<file path="config.mk">
export PLATFORM = sky130hd
export DESIGN_NAME = hazard_ctrl_unit
export DESIGN_NICKNAME = d
export VERILOG_FILES = /design/src/rtl/hazard_ctrl_unit.sv
export SDC_FILE = /design/constraint.sdc
export NUM_CORES = 1
export LEC_CHECK = 0
export ABC_CLOCK_PERIOD_IN_PS = 1900
export CAP_MARGIN = 10
export CORE_MARGIN = 2
export CORE_UTILIZATION = 59
export CTS_BUF_LIST = sky130_fd_sc_hd__clkbuf_8
export CTS_CLUSTER_SIZE = 12
export DETAILED_ROUTE_END_ITERATION = 6
export DONT_BUFFER_PORTS = 1
export GPL_ROUTABILITY_DRIVEN = 1
export PLACE_DENSITY = 0.78
export SYNTH_ARGS = -nofsm -noshare
export SYNTH_HDL_FRONTEND = slang
export SYNTH_SLANG_ARGS = --single-unit
</file>
<file path="constraint.sdc">
create_clock -name clk -period 1.9 [get_ports clk]
set_input_delay 0.285 -clock clk [delete_from_list [all_inputs] [get_ports clk]]
set_output_delay 0.285 -clock clk [all_outputs]
set_load 0.01 [all_outputs]
</file>
<file path="src/rtl/hazard_ctrl_unit.sv">
// Hazard/stall controller for a 5-stage pipeline: load-use bubbles, taken-branch
// flushes and data-memory freezes with a timeout, plus saturating event counters.
module hazard_ctrl_unit #(
  parameter int CNT_W    = 16,
  parameter int WAIT_W   = 8,
  parameter int MAX_WAIT = 200
) (
  input  logic             clk,
  input  logic             rst,
  input  logic [4:0]       idSrc1Reg,
  input  logic [4:0]       idSrc2Reg,
  input  logic             idUsesSrc2,
  input  logic             exeMemRead,
  input  logic [4:0]       exeDestReg,
  input  logic             exeBranchTaken,
  input  logic             memReq,
  input  logic             memReady,
  output logic             pcWrite,
  output logic             ifidWrite,
  output logic             ifidFlush,
  output logic             idexHold,
  output logic             idexBubble,
  output logic             exememHold,
  output logic             memwbBubble,
  output logic             memTimeout,
  output logic [CNT_W-1:0] loadStallCnt,
  output logic [CNT_W-1:0] flushCnt,
  output logic [CNT_W-1:0] memWaitCnt,
  output logic [1:0]       state_dbg
);

  typedef enum logic [1:0] {
    RUN      = 2'd0,
    WAIT_MEM = 2'd1,
    ERROR    = 2'd2
  } state_t;

  state_t            state, state_nxt;
  logic [WAIT_W-1:0] wait_ctr;
  logic [WAIT_W-1:0] wait_inc;
  logic              freeze, flush, load_use, wait_last;

  // memReq/memReady: an access started by MEM completes in the cycle memReady is
  // high while memReq is high; every cycle with memReq high and memReady low freezes.
  assign freeze    = memReq & ~memReady;
  assign flush     = exeBranchTaken & ~freeze;
  assign load_use  = exeMemRead && (exeDestReg != 5'd0) &&
                     ((exeDestReg == idSrc1Reg) || (idUsesSrc2 && (exeDestReg == idSrc2Reg)));
  assign wait_inc  = wait_ctr + 1'b1;
  assign wait_last = (wait_inc == WAIT_W'(MAX_WAIT));
  assign state_dbg = state;

  always_ff @(posedge clk) begin
    if (rst) begin
      state        <= RUN;
      wait_ctr     <= '0;
      loadStallCnt <= '0;
      flushCnt     <= '0;
      memWaitCnt   <= '0;
    end else begin
      state <= state_nxt;
      if (state != ERROR) begin
        if (freeze) begin
          wait_ctr <= wait_inc;
          if (memWaitCnt != '1) memWaitCnt <= memWaitCnt + 1'b1;
        end else begin
          wait_ctr <= '0;
          if (flush) begin
            if (flushCnt != '1) flushCnt <= flushCnt + 1'b1;
          end else if (load_use) begin
            if (loadStallCnt != '1) loadStallCnt <= loadStallCnt + 1'b1;
          end
        end
      end
    end
  end

  always_comb begin
    state_nxt = state;
    case (state)
      RUN, WAIT_MEM: begin
        if (freeze) state_nxt = wait_last ? ERROR : WAIT_MEM;
        else        state_nxt = RUN;
      end
      ERROR:   state_nxt = ERROR;
      default: state_nxt = RUN;
    endcase
  end

  always_comb begin
    pcWrite     = 1'b1;
    ifidWrite   = 1'b1;
    ifidFlush   = 1'b0;
    idexHold    = 1'b0;
    idexBubble  = 1'b0;
    exememHold  = 1'b0;
    memwbBubble = 1'b0;
    memTimeout  = (state == ERROR);
    if (rst) begin
      pcWrite     = 1'b0;
      ifidWrite   = 1'b0;
      ifidFlush   = 1'b1;
      idexBubble  = 1'b1;
      memwbBubble = 1'b1;
    end else if (state == ERROR || freeze) begin
      pcWrite     = 1'b0;
      ifidWrite   = 1'b0;
      idexHold    = 1'b1;
      exememHold  = 1'b1;
      memwbBubble = 1'b1;
    end else if (flush) begin
      ifidFlush   = 1'b1;
      idexBubble  = 1'b1;
    end else if (load_use) begin
      pcWrite     = 1'b0;
      ifidWrite   = 1'b0;
      idexBubble  = 1'b1;
    end
  end

endmodule

</file>
==> flow_summary.toml, run 1 <==
[run_status]
run_status = "finished clean"

[route]
final_antenna_net_count = 0
met2_length_mm = 3.81
vias = 2778
met3_length_microns = 525
drt_wl_total_mm = 7.70
wl_per_cell_microns = 16.0
drc = 0
first_pass_iters = 4
highest_layer = "met4"
first_iter_violations = 130
wl_met1_mm = 3.17
via_per_inst = 5.78

[critical_path]
r2r_start = "loadStallCnt[0]$_SDFFE_PP0P_"
crit_fanout = 6
crit_type = "register to register"
cp_slowest_cell = "nor4_2"
crit_arrival_ns = 2.12
timing.rr.end = "loadStallCnt[15]$_SDFFE_PP0P_"
critPathRequiredTime_ns = 2.14
reg2reg_depth = 8
worst_setup_path_end_kind = "register"
cp-start-kind = "register"
crit_chain = "ha_4 -> nand4_1 -> nor4_4 -> nor4_2 -> nand3_2 -> clkbuf_2 -> o21ai_0 -> a21oi_2"
cpPeakStageDelay_ns = 0.36
rrSetupSlack_ns = 0.01

[sta]
skew_ns = 0.00924
max_freq_mhz = 530
slew_viol_final = 0
period_needed_ns = 1.89
finalCritPeriodShare = 0.993
setup_ws_ns = 0.0127
hold_viol = 0
setup_viol = 0
tightest_slew_ns = 0.577
holdWs_ns = 0.00184
relSlewSlack = 0.617

[floorplan]
io_pins = 80
die_w_microns = 74.6
rows = 25
die-height_microns = 74.6
die-area_sq_um = 5560
start_util = 0.618
core_sq_um = 4750

[synth]
ys_seq_area_frac = 0.395
synth-edff-count = 0
ys_ff_latch = 58
synth_ff_type = "dfxtp_1"
ys_types = 45
synthCells = 348
synth.avg_cell_area_sq_um = 8.44
yosysWarnings = 0
syn_nets = 374
syn_area_sq_um = 2940
synthArstFlopShare = 0

[grt]
grt_pass1_vias = 2587
grt_first_pass_wirelength_mm = 11.3
overflow = 0
antenna_found_initial = 0
grt_max_degree = 43
track_usage = 0.269

[cells_and_area]
final_core_util = 0.779
area.growth.synth_to_final_pct = 26.1
mostFrequentLayoutCells = "57 x nor2_1, 55 x dfxtp_1, 54 x buf_4"
post_layout_nonfiller_instances = 481
final_area_sq_um = 3700
layout_commonest_cell = "nor2_1"
n_antenna_cell = 0
nNetsFinal = 435
drive_gt1_frac = 0.225

[min_path]
hp-class = "primary input to register"
min-delay-start = "rst"
hold_depth = 1
min_to = "flushCnt[10]$_SDFFE_PP0P_"

[placed_design]
portBuffers = 0
placed_cells = 452
place_area_sq_um = 3320
hpwl_mm = 4.89
dpl_worst_slack_ns = 0.00603
routabilityCongestion = 0.948

[clocking]
htree_num_levels = 3
clockRootBuffer = "clkbuf_8"
cts.sinks = 58
cts_tree = "done"
numCtsBuffers = 9
clock_path_buffers = 2
clk_latency_ns = 0.35
cts.clk_slew.worst_paths_ns = 0.07

[power]
powerDensity_nw_per_um2 = 697
ir_drop_mv = 0.464
leakagePower_uw = 0.00141

[run]
drv_cap = 0
[flip-flops by register name, indices dropped and copies added (netlist names)]
signal and flops:
flushCnt 16, loadStallCnt 16, memWaitCnt 16, wait_ctr 8
state_dbg 2
[where the power goes]
part	switching (uW)	internal (uW)	total, uW
clock network	541	640	1180
registers	6.26	1220	1230
logic	92.4	76.4	169
[Yosys cell counts (2+ instances only)]
library cell  number  area share
clkbuf_1           5      0.0064
a21oi_1           16       0.027
dfxtp_1           58        0.40
nand2b_4           2      0.0094
nor2_1            57       0.073
o21ai_0           13       0.022
buf_4              2      0.0051
nand2b_1           2      0.0043
o31ai_1            3      0.0077
mux2i_1            4       0.014
nand4_1           19       0.040
a31oi_1            2      0.0043
xnor2_1           25       0.075
nor3_1             7       0.012
and4_1             5       0.015
xor2_1            19       0.057
ha_1               4       0.017
nand2_1           24       0.031
o21ai_2            2      0.0060
a22o_1             3      0.0089
or3_1              8       0.017
nor4_1             5       0.011
nand3_1           19       0.032
nand2_4            2      0.0077
and3_1            10       0.021
buf_1              2      0.0026
or4_1              4       0.010
inv_1              7      0.0089
or2_2              3      0.0064
[routing by layer]
layer	vias to the layer above	track usage
met2	92	0.446
met5	-	0
met4	0	0.153
li1	1352	-
met1	1313	0.312
met3	21	0.0759
[critical path: cells and delay by family, from the launching register on]
kind | cells | cell delay [ns]
DFF | 1 | 0.34
buffers and inverters | 1 | 0.19
adders and majority gates | 1 | 0.18
AOI/OAI and AO/OA | 2 | 0.32
and+or+nand+nor | 4 | 0.75
[worst max-delay path by stage]
stage,cells past startpoint,to,startpoint,slack (ns)
global placement,7,loadStallCnt[12]$_SDFFE_PP0P_,loadStallCnt[0]$_SDFFE_PP0P_,0.08
floorplan,7,flushCnt[4]$_SDFFE_PP0P_,flushCnt[0]$_SDFFE_PP0P_,0.04
detailed placement,7,loadStallCnt[5]$_SDFFE_PP0P_,loadStallCnt[0]$_SDFFE_PP0P_,0.006
CTS,7,loadStallCnt[13]$_SDFFE_PP0P_,loadStallCnt[0]$_SDFFE_PP0P_,0.01
global route,8,loadStallCnt[15]$_SDFFE_PP0P_,loadStallCnt[0]$_SDFFE_PP0P_,-0.05
finish,8,loadStallCnt[15]$_SDFFE_PP0P_,loadStallCnt[0]$_SDFFE_PP0P_,0.01
[through the flow]
step,total power [uW],TNS (ns)
after floorplan,1380,0
after global placement,1390,0
after detailed placement,1390,0
after CTS,2580,0
after global routing,2660,-0.101
final,2580,0
[what timing repair did]
| item | 4_1_cts | 5_1_grt |
|---|---|---|
| gates cloned | 0 | 0 |
| endpoints found under the setup margin | 8 | 24 |
| setup buffers | 4 | 3 |
| endpoints found under the hold margin | 5 | 13 |
| gates resized for setup | 0 | 16 |
| hold buffers | 5 | 1 |
| pin swaps | 1 | 7 |
[layout make-up]
class / instances / area (sq um)
timing repair buffer: 61 / 470
inverter: 7 / 26.3
tap: 67 / 83.8
clock buffer: 10 / 138
sequential: 58 / 1160
multi-input combinational: 272 / 1750
fill: 330 / 1050
clock inverter: 6 / 66.3
[kinds of logic after synthesis]
logic type      Yosys count  share of synthesized area
flops                    58                      0.395
xor+xnor                 44                      0.131
compound gates           47                      0.103
buf+inv                  18                     0.0298
fa+ha+maj                 4                     0.0170
simple gates            173                      0.310
mux                       4                     0.0136
Note: power is estimated with default switching activity, not from simulation.
==> inputs of run 2 (changes only) <==
Settings changed: CORE_MARGIN 2 to default, PLACE_DENSITY 0.78 to default, PLACE_DENSITY_LB_ADDON from default to 0.1.
==> run 2 against run 1 <==
Wire length decreased by 12%. Via count decreased by 3.6%. Sequential cell count unchanged. First-iteration DRC count increased by 3.8%. Register-to-register slack improved by 0.08 ns. Cell count decreased by 1.7%. Largest cell class unchanged.
==> flow_summary.toml, run 2 (synthesis results as in run 1) <==
[clocking]
cts_hold_buf = 0
numCtsBuffers = 9
cts.clk_slew.worst_paths_ns = 0.07
htree_num_levels = 3
clock_path_buffers = 2
clockRootBuffer = "clkbuf_8"
clk_latency_ns = 0.34
cts_tree = "done"
cts.sinks = 58

[sta]
skew_ns = 0.0124
period_needed_ns = 1.83
relSlewSlack = 0.621
finalSetupTns_ns = 0
setup_ws_ns = 0.0712
tightest_slew_ns = 0.567
slew_viol_final = 0
grt_setup_unrepaired = "no"
setup_viol = 0
finalCritPeriodShare = 0.963
max_freq_mhz = 547
hold_viol = 0

[power]
combPwrFrac = 0.052
swShare = 0.205
p_sw_uw = 574
ir_drop_mv = 0.624
p_seq_frac = 0.439
leakagePower_uw = 0.00139
powerDensity_nw_per_um2 = 773
internal_power_uw = 2230
clock_power_share = 0.509

[critical_path]
crit_arrival_ns = 1.54
crit_type = "register to output port"
rrSetupSlack_ns = 0.09
cp-start-kind = "register"
worst_setup_path_end_kind = "output port"
reg2reg_depth = 7
critPathRequiredTime_ns = 1.62
r2r_start = "loadStallCnt[0]$_SDFFE_PP0P_"
crit_fanout = 3
timing.rr.end = "loadStallCnt[13]$_SDFFE_PP0P_"

[route]
via_per_inst = 5.66
vias = 2678
drt_wl_total_mm = 6.79
first_pass_iters = 5
final_antenna_net_count = 0
drc = 0
first_iter_violations = 135
wl_per_cell_microns = 14.4

[cells_and_area]
nNetsFinal = 427
largestRegisters = "flushCnt x16, loadStallCnt x16, memWaitCnt x16"
mostFrequentLayoutCells = "58 x dfxtp_1, 57 x nor2_1, 53 x buf_4"
final_core_util = 0.764
n_antenna_cell = 0
layout_commonest_cell = "dfxtp_1"
fillers = 359
post_layout_nonfiller_instances = 473
area.growth.synth_to_final_pct = 23.6
drive_gt1_frac = 0.204

[floorplan]
die_w_microns = 72.6
io_pins = 80
rows = 25
die-height_microns = 72.6
start_util = 0.618
core_sq_um = 4750
die-area_sq_um = 5260

[grt]
antenna_found_initial = 0
grt_first_pass_wirelength_mm = 10.9
overflow = 0
grt_pass1_vias = 2477
grt_max_degree = 61
track_usage = 0.267

[min_path]
hp-class = "primary input to register"
hold_depth = 1
min-delay-start = "rst"
min_to = "wait_ctr[0]$_SDFFE_PP0N_"

[run_status]
run_status = "finished clean"

[placed_design]
dpl_worst_slack_ns = 0.0690
hpwl_mm = 4.79
routabilityCongestion = 0.920
placed_cells = 452
portBuffers = 0

[run]
drv_cap = 0
==> run 2: repair_timing <==
item	CTS	global route
buffers inserted	0	5
hold endpoints to repair	0	0
endpoints found under the setup margin	1	18
pin swaps	0	0
gates resized for setup	3	3
==> run 2: power groups by stage <==
stage	sequential (uW)	clock, uW	combinational (uW)
after floorplan	1270	0	113
after global placement	1260	0	132
after detailed placement	1260	0	137
after CTS	1230	1440	142
after global routing	1230	1500	161
final	1230	1430	145
==> run 2: worst max-delay path by stage <==
stage                                 start                       endpoint  slack [ns]
2_1_floorplan      flushCnt[0]$_SDFFE_PP0P_       flushCnt[4]$_SDFFE_PP0P_        0.04
3_3_place_gp   loadStallCnt[0]$_SDFFE_PP0P_  loadStallCnt[12]$_SDFFE_PP0P_        0.14
3_5_place_dp        state_dbg[0]$_SDFF_PP0_  loadStallCnt[12]$_SDFFE_PP0P_        0.07
4_1_cts             state_dbg[0]$_SDFF_PP0_                      ifidWrite        0.02
5_1_grt            wait_ctr[2]$_SDFFE_PP0N_        state_dbg[1]$_SDFF_PP0_       0.002
6_report            state_dbg[0]$_SDFF_PP0_                      ifidWrite        0.07
==> run 2: worst max-delay path, stage by stage, from the launching register on <==
cell and delay (ns):
dfxtp_1 0.34, nand2b_4 0.15, nand2_4 0.06, or2_2 0.32, a31oi_1 0.17, buf_4 0.17
==> run 2: layer usage <==
metal | routed length [microns] | global-route usage | vias to the layer above
met5 | 0 | 0 | -
met4 | 136 | 0.153 | 0
met3 | 485 | 0.0861 | 14
met2 | 3250 | 0.430 | 89
met1 | 2930 | 0.313 | 1241
li1 | - | - | 1334
==> run 2: stage by stage <==
| stage | total power (uW) | cell area (sq um) | hold slack, ns |
|---|---|---|---|
| final | 2800 | 3630 | 0.0217 |
| after global routing | 2890 | 3630 | 0.00886 |
| after detailed placement | 1390 | 3320 | 0.364 |
| after floorplan | 1380 | 2940 | 0.477 |
| after global placement | 1390 | 3320 | 0.362 |
| after CTS | 2820 | 3580 | 0.00473 |
==> run 2: final cells by class <==
class | count | area [sq um] | share of cell area
Clock inverter | 5 | 100 | 0.0276
Clock buffer | 11 | 151 | 0.0417
Tap cell | 67 | 83.8 | 0.0231
Timing Repair Buffer | 53 | 398 | 0.110
Sequential cell | 58 | 1160 | 0.320
Multi-Input combinational cell | 272 | 1710 | 0.471
Inverter | 7 | 26.3 | 0.00724
==> inputs of run 3 (changes only) <==
Settings changed: ABC_AREA from default to 1, CORE_UTILIZATION 59 to 60.
==> run 3 against run 2 <==
Clock power down 20%. Sequential power about the same. Core utilization is 2.4 points lower. Wire length grew 14%. Cell count up 32%. Fmax grew 0.56%. Largest cell class unchanged.
==> flow_summary.toml, run 3 <==
[power]
leakagePower_uw = 0.00157
p_seq_frac = 0.479
combPwrFrac = 0.076
ir_drop_mv = 0.534
internal_power_uw = 1970
powerDensity_nw_per_um2 = 671
power.total_uw = 2580
swShare = 0.238
clock_power_share = 0.445
p_sw_uw = 615

[route]
final_antenna_net_count = 0
wl_per_cell_microns = 12.4
via_per_inst = 5.30
drc = 0
first_pass_iters = 4
drt_wl_total_mm = 7.75
first_iter_violations = 210
vias = 3318

[critical_path]
rrSetupSlack_ns = 0.16
crit_type = "register to output port"
critPathRequiredTime_ns = 1.62
cp-start-kind = "register"
crit_arrival_ns = 1.53
worst_setup_path_end_kind = "output port"
crit_fanout = 7

[synth]
synth_most_common_cell = "nand2_1"
synth_ff_type = "dfxtp_1"
ys_top_cells_by_count = "119 x nand2_1, 74 x nor2_1, 63 x inv_1, 58 x dfxtp_1, 43 x nand3_1"
ys_ff_latch = 58
syn_nets = 541
synth.avg_cell_area_sq_um = 6.44
yosysWarnings = 0
synth_top_area_share = 0.350
ys_seq_area_frac = 0.350
synthArstFlopShare = 0
syn_area_sq_um = 3320
ys_types = 36
synthCells = 515
synth_area_leaders = "dfxtp_1 35%, nand2_1 13%, nor2_1 8.4%"
synth-edff-count = 0
synth_top_area_cell = "dfxtp_1"

[cells_and_area]
drive_gt1_frac = 0.146
nNetsFinal = 577
final_core_util = 0.739
layout_commonest_cell = "nand2_1"
largestRegisters = "flushCnt x16, loadStallCnt x16, memWaitCnt x16"
fillers = 449
n_antenna_cell = 0
area.growth.synth_to_final_pct = 16.0
mostFrequentLayoutCells = "117 x nand2_1, 73 x nor2_1, 65 x inv_1"

[clocking]
numCtsBuffers = 9
clk_latency_ns = 0.34
htree_num_levels = 3
cts.sinks = 58
clockRootBuffer = "clkbuf_8"
clock_path_buffers = 2
cts_tree = "done"
cts.clk_slew.worst_paths_ns = 0.07

[floorplan]
die_w_microns = 76.4
die-area_sq_um = 5830
die-height_microns = 76.4
rows = 26
io_pins = 80
core_sq_um = 5200
start_util = 0.637

[run]
drv_cap = 0

[grt]
grt_pass1_vias = 3115
antenna_found_initial = 0
grt_first_pass_wirelength_mm = 13.4
overflow = 0
track_usage = 0.282
grt_max_degree = 30

[sta]
slew_viol_final = 0
holdWs_ns = 0.00672
hold_viol = 0
tightest_slew_ns = 0.438
grt_setup_unrepaired = "yes"
finalSetupTns_ns = 0
setup_ws_ns = 0.0813
setup_viol = 0
max_freq_mhz = 550
skew_ns = 0.00474
relSlewSlack = 0.706
period_needed_ns = 1.82
finalCritPeriodShare = 0.957

[placed_design]
dpl_worst_slack_ns = 0.138
portBuffers = 0
routabilityCongestion = 0.878
hpwl_mm = 5.61

[run_status]
run_status = "finished clean"

[min_path]
hp-class = "primary input to register"
[run 3: power by group through the flow]
| stage | clock network, uW | registers [uW] | logic, uW |
|---|---|---|---|
| 3_3_place_gp | 0 | 1260 | 169 |
| 5_1_grt | 1210 | 1240 | 222 |
| 6_report | 1150 | 1240 | 197 |
| 2_1_floorplan | 0 | 1270 | 124 |
| 4_1_cts | 1160 | 1240 | 190 |
| 3_5_place_dp | 0 | 1260 | 174 |
[run 3: cells by family after synthesis]
logic type                 share of synthesized area
DFF                                            0.350
and+or+nand+nor                                0.379
buffers and inverters                          0.109
adders and majority gates                     0.0151
AOI/OAI and AO/OA                              0.107
xor gates and xnor gates                      0.0396
[run 3: what timing repair did]
item | in CTS | in global routing
pin swaps | 2 | 2
gates resized for setup | 5 | 6
hold endpoints to repair | 8 | 1
gates cloned | 0 | 0
setup endpoints to repair | 2 | 27
setup buffers | 5 | 1
hold buffers | 1 | 1
[run 3: worst paths after layout]
check	start	end	depth (start not counted)
max	state_dbg[1]$_SDFF_PP0_	idexBubble	8
min	rst	memWaitCnt[4]$_SDFFE_PP0P_	1
max reg2reg	state_dbg[1]$_SDFF_PP0_	flushCnt[7]$_SDFFE_PP0P_	12
min reg2reg	memWaitCnt[8]$_SDFFE_PP0P_	memWaitCnt[8]$_SDFFE_PP0P_	2
[run 3: worst max-delay path, stage by stage, from the launching register on]
cell,delay [ns]
dfxtp_2,0.37
inv_2,0.06
nor2_4,0.20
inv_2,0.09
nand2_4,0.07
nor2_2,0.05
inv_2,0.06
nand2_2,0.07
a31o_4,0.23
[run 3: final cells by class]
class,instances,area [sq um],area share
well taps,70,87.6,0.0228
clock buffers,11,151,0.0393
multi-input cells,369,1830,0.475
clock inverters,5,46.3,0.0120
flip-flops and latches,58,1160,0.302
inverters,75,283,0.0735
repair buffers,38,290,0.0754
[run 3: through the flow]
step | cells | area (sq um)
after CTS | 624 | 3820
after global placement | 602 | 3550
after floorplan | 515 | 3320
final | 626 | 3850
after detailed placement | 602 | 3550
after global routing | 626 | 3850
[run 3: layer usage]
layer  global-route usage  vias up  wire length, microns
li1                     -     1726                     -
met1                0.330     1489                  3410
met2                0.471       85                  3670
met3               0.0874       18                   449
met4                0.129        0                   219
met5                    0        -                     0
